`config.mk`:
```
export PLATFORM = sky130hd
export DESIGN_NAME = mipi_rx_packet_decoder
export DESIGN_NICKNAME = d
export VERILOG_FILES = /design/src/rtl/mipi_rx_packet_decoder.sv
export SDC_FILE = /design/constraint.sdc
export NUM_CORES = 1
export LEC_CHECK = 0
export CORE_ASPECT_RATIO = 0.9
export CORE_UTILIZATION = 41
export CTS_CLUSTER_SIZE = 12
export DETAILED_ROUTE_END_ITERATION = 16
export PLACE_DENSITY = 0.65
export SLEW_MARGIN = 30
export SYNTH_ARGS = -nofsm -noshare
export SYNTH_HDL_FRONTEND = slang
export SYNTH_SLANG_ARGS = --single-unit
```
`constraint.sdc`:
```
create_clock -name clk_periph -period 3.4 [get_ports clk_periph]
set_clock_uncertainty 0.15 [all_clocks]
set_input_delay 0.68 -clock clk_periph [delete_from_list [all_inputs] [get_ports clk_periph]]
set_output_delay 0.68 -clock clk_periph [all_outputs]
set_load 0.05 [all_outputs]
```
`src/rtl/mipi_rx_packet_decoder.sv`:
```
// mipi_rx_packet_decoder
//   Decodes MIPI CSI-2 style packet headers and payload words into a pixel
//   FIFO write stream plus frame/line timing pulses and sticky error flags.
//
// Ports
//   clk_periph    in   system clock, rising edge
//   rstn          in   asynchronous active-low reset
//   rx_hdr_valid  in   one-cycle packet header strobe
//   rx_hdr_dt     in   [5:0]  header data type
//   rx_hdr_wc     in   [15:0] long: payload byte count; short: data field
//   rx_pld_valid  in   payload word strobe
//   rx_pld_data   in   [31:0] payload word
//   rx_pld_last   in   final payload word of the packet
//   fifo_full     in   downstream pixel FIFO full
//   fifo_wr_en    out  pixel FIFO write strobe (one cycle)
//   fifo_wr_data  out  [31:0] pixel FIFO write data
//   vsync         out  one-cycle frame-start pulse
//   hsync         out  one-cycle line-start pulse
//   frame_active  out  high between accepted FS and FE
//   line_count    out  [15:0] completed pixel packets in current frame
//   frame_count   out  [15:0] completed frames (wrapping)
//   err_wc        out  sticky word-count error
//   err_ovf       out  sticky FIFO overflow error
//   err_proto     out  sticky protocol error
module mipi_rx_packet_decoder #(
    parameter logic [5:0] PIXEL_DT = 6'h24
) (
    input  logic        clk_periph,
    input  logic        rstn,
    input  logic        rx_hdr_valid,
    input  logic [5:0]  rx_hdr_dt,
    input  logic [15:0] rx_hdr_wc,
    input  logic        rx_pld_valid,
    input  logic [31:0] rx_pld_data,
    input  logic        rx_pld_last,
    input  logic        fifo_full,
    output logic        fifo_wr_en,
    output logic [31:0] fifo_wr_data,
    output logic        vsync,
    output logic        hsync,
    output logic        frame_active,
    output logic [15:0] line_count,
    output logic [15:0] frame_count,
    output logic        err_wc,
    output logic        err_ovf,
    output logic        err_proto
);

    localparam logic [1:0] IDLE    = 2'd0;
    localparam logic [1:0] FRAME   = 2'd1;
    localparam logic [1:0] PAYLOAD = 2'd2;
    localparam logic [1:0] DISCARD = 2'd3;

    localparam logic [5:0] DT_FS = 6'h00;
    localparam logic [5:0] DT_FE = 6'h01;
    localparam logic [5:0] DT_LS = 6'h02;

    logic [1:0]  state;
    logic        disc_ret;      // DISCARD returns to FRAME (1) or IDLE (0)
    logic [16:0] exp_words;
    logic [16:0] word_cnt;

    logic        aborting;
    logic        base_in_frame;
    logic [1:0]  base_state;
    logic        hdr_long;
    logic [16:0] wc_words;
    logic [16:0] cnt_inc;

    // A header seen mid-packet first aborts the packet; the header is then
    // decoded against the state the packet was entered from ("base").
    always_comb begin
        aborting      = rx_hdr_valid && (state == PAYLOAD || state == DISCARD);
        base_in_frame = (state == FRAME) || (state == PAYLOAD) ||
                        (state == DISCARD && disc_ret);
        base_state    = base_in_frame ? FRAME : IDLE;
        hdr_long      = (rx_hdr_dt >= 6'h10);
        wc_words      = ({1'b0, rx_hdr_wc} + 17'd3) >> 2;
        cnt_inc       = word_cnt + 17'd1;
    end

    always_ff @(posedge clk_periph or negedge rstn) begin
        if (!rstn) begin
            state        <= IDLE;
            disc_ret     <= 1'b0;
            exp_words    <= '0;
            word_cnt     <= '0;
            fifo_wr_en   <= 1'b0;
            fifo_wr_data <= '0;
            vsync        <= 1'b0;
            hsync        <= 1'b0;
            frame_active <= 1'b0;
            line_count   <= '0;
            frame_count  <= '0;
            err_wc       <= 1'b0;
            err_ovf      <= 1'b0;
            err_proto    <= 1'b0;
        end else begin
            fifo_wr_en <= 1'b0;
            vsync      <= 1'b0;
            hsync      <= 1'b0;

            if (rx_hdr_valid) begin
                if (aborting) err_proto <= 1'b1;
                case (rx_hdr_dt)
                    DT_FS: begin
                        // Flag clear happens before the re-entry error.
                        state        <= FRAME;
                        frame_active <= 1'b1;
                        line_count   <= '0;
                        err_wc       <= 1'b0;
                        err_ovf      <= 1'b0;
                        err_proto    <= base_in_frame;
                        vsync        <= 1'b1;
                    end
                    DT_FE: begin
                        state <= IDLE;
                        if (base_in_frame) begin
                            frame_active <= 1'b0;
                            frame_count  <= frame_count + 16'd1;
                        end else begin
                            err_proto <= 1'b1;
                        end
                    end
                    DT_LS: begin
                        state <= base_state;
                        if (base_in_frame) hsync <= 1'b1;
                        else               err_proto <= 1'b1;
                    end
                    default: begin
                        if (!hdr_long || rx_hdr_wc == 16'd0) begin
                            state <= base_state;
                        end else if (base_in_frame && rx_hdr_dt == PIXEL_DT) begin
                            state     <= PAYLOAD;
                            exp_words <= wc_words;
                            word_cnt  <= '0;
                        end else begin
                            state    <= DISCARD;
                            disc_ret <= base_in_frame;
                            if (!base_in_frame) err_proto <= 1'b1;
                        end
                    end
                endcase
            end else if (rx_pld_valid) begin
                case (state)
                    PAYLOAD: begin
                        word_cnt <= cnt_inc;
                        if (word_cnt < exp_words) begin
                            if (fifo_full) begin
                                err_ovf <= 1'b1;
                            end else begin
                                fifo_wr_en   <= 1'b1;
                                fifo_wr_data <= rx_pld_data;
                            end
                        end else begin
                            err_wc <= 1'b1;
                        end
                        if (rx_pld_last) begin
                            if (cnt_inc != exp_words) err_wc <= 1'b1;
                            line_count <= line_count + 16'd1;
                            state      <= FRAME;
                        end
                    end
                    DISCARD: begin
                        if (rx_pld_last) state <= disc_ret ? FRAME : IDLE;
                    end
                    default: err_proto <= 1'b1;
                endcase
            end
        end
    end

endmodule

```
==> insert_results.sql, run 1 <==
INSERT INTO impl_metrics (metric_group, metric, value, unit) VALUES
('outcome', 'outcome', 'finished, final reports clean', ''),
('sta', 'report.final.setup_viol', '0', ''),
('placed_design', 'port_buffers', '130', ''),
('setup_path', 'timing.critical_path.from_type', 'register', ''),
('cells_and_area', 'area.growth.synth_to_final', '31.1', '%'),
('cts', 'cts-buffers-inserted', '9', ''),
('floorplanning', 'design.portCount', '131', ''),
('sta', 'finalCriticalPeriod', '3.04', 'ns'),
('floorplanning', 'fp-row-count', '40', ''),
('global_route', 'antenna_violations_before_repair', '0', ''),
('drt', 'avgRoutedWirePerCell', '15.2', 'µm'),
('logic_synthesis', 'flip_flop_and_latch_count_after_synthesis', '106', ''),
('cts', 'cts_root_buffer', 'sky130_fd_sc_hd__clkbuf_16', ''),
('cells_and_area', 'finish.utilization', '56.0', '%'),
('sta', 'holdWs', '0.231', 'ns'),
('setup_path', 'required', '3.48', 'ns'),
('floorplanning', 'chipHeight', '115', 'µm'),
('cts', 'ctsHoldBuffers', '0', ''),
('global_route', 'first_global_vias', '4481', ''),
('placed_design', 'hpwlAfterDp', '9900', 'µm'),
('hold_path', 'timing.hold.worst.class', 'in -> async', ''),
('sta', 'timing.final.crit_share', '89.5', '%'),
('cts', 'tritoncts', 'done', ''),
('power', 'power.share.combinational', '34.2', '%'),
('run', 'cap_violations', '0', ''),
('floorplanning', 'core-area', '13600', 'µm²'),
('setup_path', 'timing.critical_path.fanout_max', '33', ''),
('cells_and_area', 'insertedDiodeCount', '0', ''),
('placed_design', 'dp_cells', '878', ''),
('drt', 'avgViaCountPerCell', '5.22', ''),
('cts', 'clk_path_buf_depth', '2', ''),
('logic_synthesis', 'synth-warning-count', '0', ''),
('floorplanning', 'initial_cell_density_of_the_core', '42.7', '%'),
('power', 'leakage', '3.28', 'nW'),
('power', 'power-per-cell-area', '509', 'nW/µm²'),
('power', 'netSwitchingPower', '1.40', 'mW'),
('setup_path', 'arrival', '3.12', 'ns'),
('drt', 'drt_pre_antenna_iters', '4', ''),
('logic_synthesis', 'cells_after_synthesis', '569', ''),
('power', 'share_clk_of_total_power', '25.1', '%'),
('cts', 'clock-sinks', '106', ''),
('sta', 'rsz0062_at_grt', 'false', ''),
('power', 'p_sw_share', '36.0', '%'),
('cells_and_area', 'filler_instances', '1217', ''),
('logic_synthesis', 'synth_area_leaders', 'sky130_fd_sc_hd__dfrtp_1 (46%), sky130_fd_sc_hd__xnor2_1 (4.7%), sky130_fd_sc_hd__mux2_2 (4.5%)', ''),
('logic_synthesis', 'yosysMostFrequentCell', 'sky130_fd_sc_hd__dfrtp_1', ''),
('logic_synthesis', 'yosys.area.top_type_share', '45.6', '%'),
('cts', 'cts_resized', '0', ''),
('logic_synthesis', 'synth_fp_nets', '649', ''),
('drt', 'ant_nets', '0', ''),
('logic_synthesis', 'synth_area_per_cell', '10.2', 'µm²'),
('power', 'worst_ir_drop_on_vdd', '0.000246', 'V'),
('power', 'power.internal', '2.48', 'mW'),
('logic_synthesis', 'synthArstFlopShare', '100', '%'),
('logic_synthesis', 'synth_enable_flop_cells', '0', ''),
('sta', 'fin_setup_tns', '0', 'ns'),
('sta', 'final_hold_viol_count', '0', ''),
('placed_design', 'globalplace.congestion', '0.871', ''),
('logic_synthesis', 'yosys.area.top_type', 'sky130_fd_sc_hd__dfrtp_1', ''),
('cts', 'clk_latency', '0.35', 'ns'),
('drt', 'dr_total_vias', '4667', ''),
('setup_path', 'end_kind', 'register', ''),
('cts', 'cts_setup_buffers', '0', ''),
('drt', 'drt-initial-drc-count', '236', ''),
('sta', 'worstMarginPinSlew', '0.597', 'ns'),
('sta', 'slew_violations', '0', ''),
('cells_and_area', 'design.final.nets', '780', ''),
('global_route', 'grtUsageTotal', '19.4', '%'),
('global_route', 'grt_pass1_wl', '22400', 'µm'),
('floorplanning', 'chipWidth', '128', 'µm'),
('global_route', 'overflow', '0', '');
[cells in the final DEF, fill, tap and decap left out, types with 6 or more instances in the layout]
| master | instances |
|---|---|
| sky130_fd_sc_hd__a21oi_1 | 26 |
| sky130_fd_sc_hd__and3_1 | 8 |
| sky130_fd_sc_hd__buf_4 | 11 |
| sky130_fd_sc_hd__clkbuf_16 | 9 |
| sky130_fd_sc_hd__clkdlybuf4s50_1 | 129 |
| sky130_fd_sc_hd__dfrtp_1 | 106 |
| sky130_fd_sc_hd__ha_1 | 20 |
| sky130_fd_sc_hd__inv_1 | 22 |
| sky130_fd_sc_hd__mux2_2 | 23 |
| sky130_fd_sc_hd__mux2_4 | 10 |
| sky130_fd_sc_hd__nand2_1 | 38 |
| sky130_fd_sc_hd__nand3_1 | 33 |
| sky130_fd_sc_hd__nand4_1 | 10 |
| sky130_fd_sc_hd__nor2_1 | 53 |
| sky130_fd_sc_hd__nor3_1 | 6 |
| sky130_fd_sc_hd__o21ai_0 | 41 |
| sky130_fd_sc_hd__o31ai_1 | 10 |
| sky130_fd_sc_hd__or3_1 | 6 |
| sky130_fd_sc_hd__xnor2_1 | 31 |
| sky130_fd_sc_hd__xor2_1 | 26 |
[area by class of cell]
class	instances	area, µm²	area share (%)
clock inverter	4	26.3	0.345
timing repair buffer	142	1410	18.6
inverter	22	82.6	1.08
sequential	106	2650	34.8
clock buffer	12	246	3.24
multi-input combinational	419	2960	38.8
tap	189	236	3.10
[stage by stage]
step / cell area (µm²) / setup WS (ns) / total power, mW
2_1_floorplan: 5810 / 0.757 / 2.43
3_3_place_gp: 7340 / 0.312 / 2.91
3_5_place_dp: 7340 / 0.252 / 2.93
4_1_cts: 7620 / 0.373 / 3.93
5_1_grt: 7620 / 0.201 / 4.08
6_report: 7620 / 0.358 / 3.88
[logic make-up (layout without fill, tap and decap cells)]
group           after synthesis  count (layout)  synth area share, %
compound gates              111             111                 11.7
xor+xnor                     57              57                 8.59
fa+ha+maj                    20              20                 4.31
buf+inv                      44             180                 3.44
flops                       106             106                 45.6
mux                          34              34                 7.23
simple gates                197             197                 19.1
[metal layers]
layer / vias to the layer above / share of wire, % / track usage (%) / wire [µm]
met5: - / 0 / 0 / 0
met4: 0 / 1.8 / 7.62 / 246
met3: 16 / 6.0 / 4.33 / 818
met2: 139 / 44 / 30.7 / 6020
met1: 2222 / 48 / 26.0 / 6460
li1: 2290 / - / - / -
[worst paths after layout]
path / start / end / slack [ns] / cells after the start
hold reg to reg: fifo_wr_data[18] / fifo_wr_data[18] / 0.34 / 1
max in group asynchronous: rstn / state[0] / 2.41 / 2
min in group clk_periph: fifo_wr_data[18] / fifo_wr_data[18] / 0.34 / 1
setup reg to reg: word_cnt[3] / fifo_wr_data[7] / 0.36 / 9
hold / removal: rstn / fifo_wr_data[19] / 0.23 / 2
setup / recovery: word_cnt[3] / fifo_wr_data[7] / 0.36 / 9
[power by group through the flow]
stage,logic (mW),registers (mW),clock network [mW]
final,1.33,1.58,0.971
after global routing,1.41,1.60,1.07
after CTS,1.34,1.58,1.01
after detailed placement,1.33,1.60,0
after global placement,1.32,1.59,0
after floorplan,0.338,2.09,0
[state kept, by name, indices dropped and copies added (netlist names)]
signal and cells:
exp_words 15, word_cnt 17, frame_active 1, frame_count 16, fifo_wr_data 32, fifo_wr_en 1
err_proto 1, vsync 1, line_count 16, disc_ret 1, hsync 1, state 2
err_ovf 1, err_wc 1
[critical path, stage by stage, from the launching register on]
cell and delay, ns:
sky130_fd_sc_hd__dfrtp_1 0.55, sky130_fd_sc_hd__ha_1 0.30, sky130_fd_sc_hd__o21ai_1 0.08, sky130_fd_sc_hd__a21oi_1 0.06
sky130_fd_sc_hd__o31ai_1 0.24, sky130_fd_sc_hd__o2111ai_1 0.25, sky130_fd_sc_hd__a221oi_2 0.37, sky130_fd_sc_hd__nor3b_4 0.28
sky130_fd_sc_hd__buf_12 0.25, sky130_fd_sc_hd__mux2_2 0.37
No activity file was read; power rests on OpenSTA's default activity.
==> run 2, diff against run 1 <==
--- a/config.mk
+++ b/config.mk
@@ -5,8 +5,8 @@
 export SDC_FILE = /design/constraint.sdc
 export NUM_CORES = 1
 export LEC_CHECK = 0
-export CORE_ASPECT_RATIO = 0.9
 export CORE_UTILIZATION = 41
+export CTS_CLUSTER_DIAMETER = 40
 export CTS_CLUSTER_SIZE = 12
 export DETAILED_ROUTE_END_ITERATION = 16
 export PLACE_DENSITY = 0.65
==> insert_results.sql, run 2 (synthesized netlist as in run 1, its figures left out) <==
INSERT INTO impl_metrics (metric_group, metric, value, unit) VALUES
('global_route', 'first_global_vias', '4436', ''),
('hold_path', 'timing.hold.worst.class', 'in -> async', ''),
('floorplanning', 'fp-row-count', '43', ''),
('cells_and_area', 'largest_reg_flops', '32', ''),
('sta', 'final_hold_viol_count', '0', ''),
('placed_design', 'post-place-ws', '0.206', 'ns'),
('power', 'power-per-cell-area', '511', 'nW/µm²'),
('cells_and_area', 'insertedDiodeCount', '0', ''),
('drt', 'avgViaCountPerCell', '5.31', ''),
('drt', 'avgRoutedWirePerCell', '14.9', 'µm'),
('cts', 'clock-sinks', '106', ''),
('setup_path', 'arrival', '3.21', 'ns'),
('setup_path', 'worst-setup-path-type', 'reg -> reg', ''),
('floorplanning', 'chipWidth', '121', 'µm'),
('cells_and_area', 'registers.top_by_ff_count', 'fifo_wr_data', ''),
('cells_and_area', 'area.growth.synth_to_final', '31.3', '%'),
('setup_path', 'timing.critical_path.from_type', 'register', ''),
('cts', 'ctsHoldBuffers', '0', ''),
('global_route', 'grtUsageTotal', '18.6', '%'),
('setup_path', 'critPathMostFrequentCell', 'sky130_fd_sc_hd__nor2_1', ''),
('cts', 'cts_root_buffer', 'sky130_fd_sc_hd__clkbuf_16', ''),
('outcome', 'outcome', 'finished, final reports clean', ''),
('run', 'cap_violations', '0', ''),
('power', 'total_power_draw', '3.90', 'mW'),
('setup_path', 'setup_crit_start', 'exp_words[10]', ''),
('cts', 'cts_resized', '0', ''),
('drt', 'drc_errors', '0', ''),
('cells_and_area', 'reg.largest.list', 'fifo_wr_data: 32 flops, word_cnt: 17 flops', ''),
('cells_and_area', 'mostFrequentLayoutCells', 'sky130_fd_sc_hd__clkdlybuf4s50_1 (129), sky130_fd_sc_hd__dfrtp_1 (106), sky130_fd_sc_hd__nor2_1 (53), sky130_fd_sc_hd__o21ai_0 (41), sky130_fd_sc_hd__nand2_1 (38)', ''),
('drt', 'dr_total_vias', '4701', ''),
('sta', 'finalCriticalPeriod', '3.12', 'ns'),
('global_route', 'grt_start_max_net_pins', '57', ''),
('floorplanning', 'die_area', '14700', 'µm²'),
('sta', 'timing.final.crit_share', '91.8', '%'),
('cts', 'clkSlewWorstSetupHoldPaths', '0.07', 'ns'),
('placed_design', 'port_buffers', '130', ''),
('cells_and_area', 'layout_commonest_cell', 'sky130_fd_sc_hd__clkdlybuf4s50_1', ''),
('sta', 'fin_setup_tns', '0', 'ns'),
('cts', 'clk_path_buf_depth', '2', ''),
('drt', 'drt-initial-drc-count', '214', ''),
('setup_path', 'regToRegStartpoint', 'exp_words[10]', ''),
('setup_path', 'required', '3.48', 'ns'),
('floorplanning', 'design.portCount', '131', ''),
('floorplanning', 'initial_cell_density_of_the_core', '41.9', '%'),
('cts', 'clk_latency', '0.35', 'ns'),
('sta', 'slew_violations', '0', ''),
('setup_path', 'path_cells', 'inv_1 > ha_1 > a211oi_1 > nor2_1 > nor2_1 > o2111ai_1 > a221oi_2 > nor3b_4 > buf_12 > mux2_2', ''),
('sta', 'rsz0062_at_grt', 'false', ''),
('drt', 'drt_pre_antenna_iters', '6', ''),
('setup_path', 'timing.critical_path.fanout_max', '33', ''),
('setup_path', 'critPathMaxStageDelay', '0.39', 'ns'),
('drt', 'totalWireLength', '13200', 'µm'),
('setup_path', 'cp_slowest_cell', 'sky130_fd_sc_hd__dfrtp_1', ''),
('cts', 'tritoncts', 'done', ''),
('placed_design', 'hpwlAfterDp', '9900', 'µm'),
('global_route', 'antenna_violations_before_repair', '0', ''),
('power', 'leakage', '3.29', 'nW'),
('drt', 'ant_nets', '0', ''),
('placed_design', 'globalplace.congestion', '0.900', ''),
('sta', 'setup_slack', '0.278', 'ns'),
('power', 'worst_ir_drop_on_vdd', '0.000237', 'V'),
('global_route', 'grt_pass1_wl', '21700', 'µm'),
('floorplanning', 'chipHeight', '121', 'µm'),
('global_route', 'overflow', '0', ''),
('cells_and_area', 'layout_cell_share_with_drive_strength_beyond_1', '11.2', '%'),
('sta', 'max_freq', '0.320', 'GHz'),
('setup_path', 'crit_family', 'compound AO/OA/AOI/OAI gates', ''),
('sta', 'report.final.setup_viol', '0', ''),
('setup_path', 'end_kind', 'register', ''),
('cts', 'cts_setup_buffers', '0', ''),
('sta', 'worstMarginPinSlew', '0.673', 'ns'),
('cts', 'cts_htree_levels', '3', ''),
('floorplanning', 'core-area', '13900', 'µm²'),
('cts', 'cts-buffers-inserted', '9', ''),
('setup_path', 'critPathBufInv', '2', ''),
('cells_and_area', 'design.final.nets', '781', ''),
('sta', 'relSlewSlack', '55.1', '%');
run 2: changes by cell type in the layout (fill, tap and decap cells not counted), sizes merged:
cell	delta
inv	+1
buf	+1
clkbuf	-1
run 2: final timing paths:
check	endpoint	slack, ns	cells past startpoint
worst max register to register	fifo_wr_data[5]	0.28	10
worst max-delay path	fifo_wr_data[5]	0.28	10
worst min register to register	frame_count[15]	0.33	1
worst min-delay path	fifo_wr_data[24]	0.22	1
min in group clk_periph	frame_count[15]	0.33	1
max in group asynchronous	frame_count[4]	2.17	2
run 2: stage by stage:
stage          instances  instance area (µm²)  utilization (%)  hold WS [ns]
3_5_place_dp         870                 7340             52.9         0.317
6_report             886                 7630             55.0         0.219
5_1_grt              886                 7630             55.0         0.264
3_3_place_gp         870                 7340             52.9         0.313
4_1_cts              886                 7630             55.0         0.227
2_1_floorplan        569                 5810                -         0.234
run 2: power breakdown:
| part | total [mW] | internal (mW) | switching (mW) |
|---|---|---|---|
| clock | 1.00 | 0.528 | 0.474 |
| combinational | 1.33 | 0.521 | 0.807 |
| sequential | 1.57 | 1.44 | 0.128 |
run 2: area by class of cell:
type / instances / area, µm²
well taps: 180 / 225
inverters: 22 / 82.6
multi-input cells: 419 / 2960
fillers: 1239 / 6250
flip-flops and latches: 106 / 2650
clock inverters: 5 / 45.0
repair buffers: 143 / 1420
clock buffers: 11 / 243
run 2: routing by layer:
metal	vias to the layer above	global-route usage, %	routed length [µm]
li1	2302	-	-
met1	2240	24.6	6050
met2	142	30.3	6080
met3	17	2.91	833
met4	0	8.02	235
met5	-	0	0
==> run 3, diff against run 2 <==
--- a/config.mk
+++ b/config.mk
@@ -5,6 +5,7 @@
 export SDC_FILE = /design/constraint.sdc
 export NUM_CORES = 1
 export LEC_CHECK = 0
+export CAP_MARGIN = 20
 export CORE_UTILIZATION = 41
 export CTS_CLUSTER_DIAMETER = 40
 export CTS_CLUSTER_SIZE = 12
==> results of run 3 <==
Final layout, timing and power as in run 2 (identical DEF).
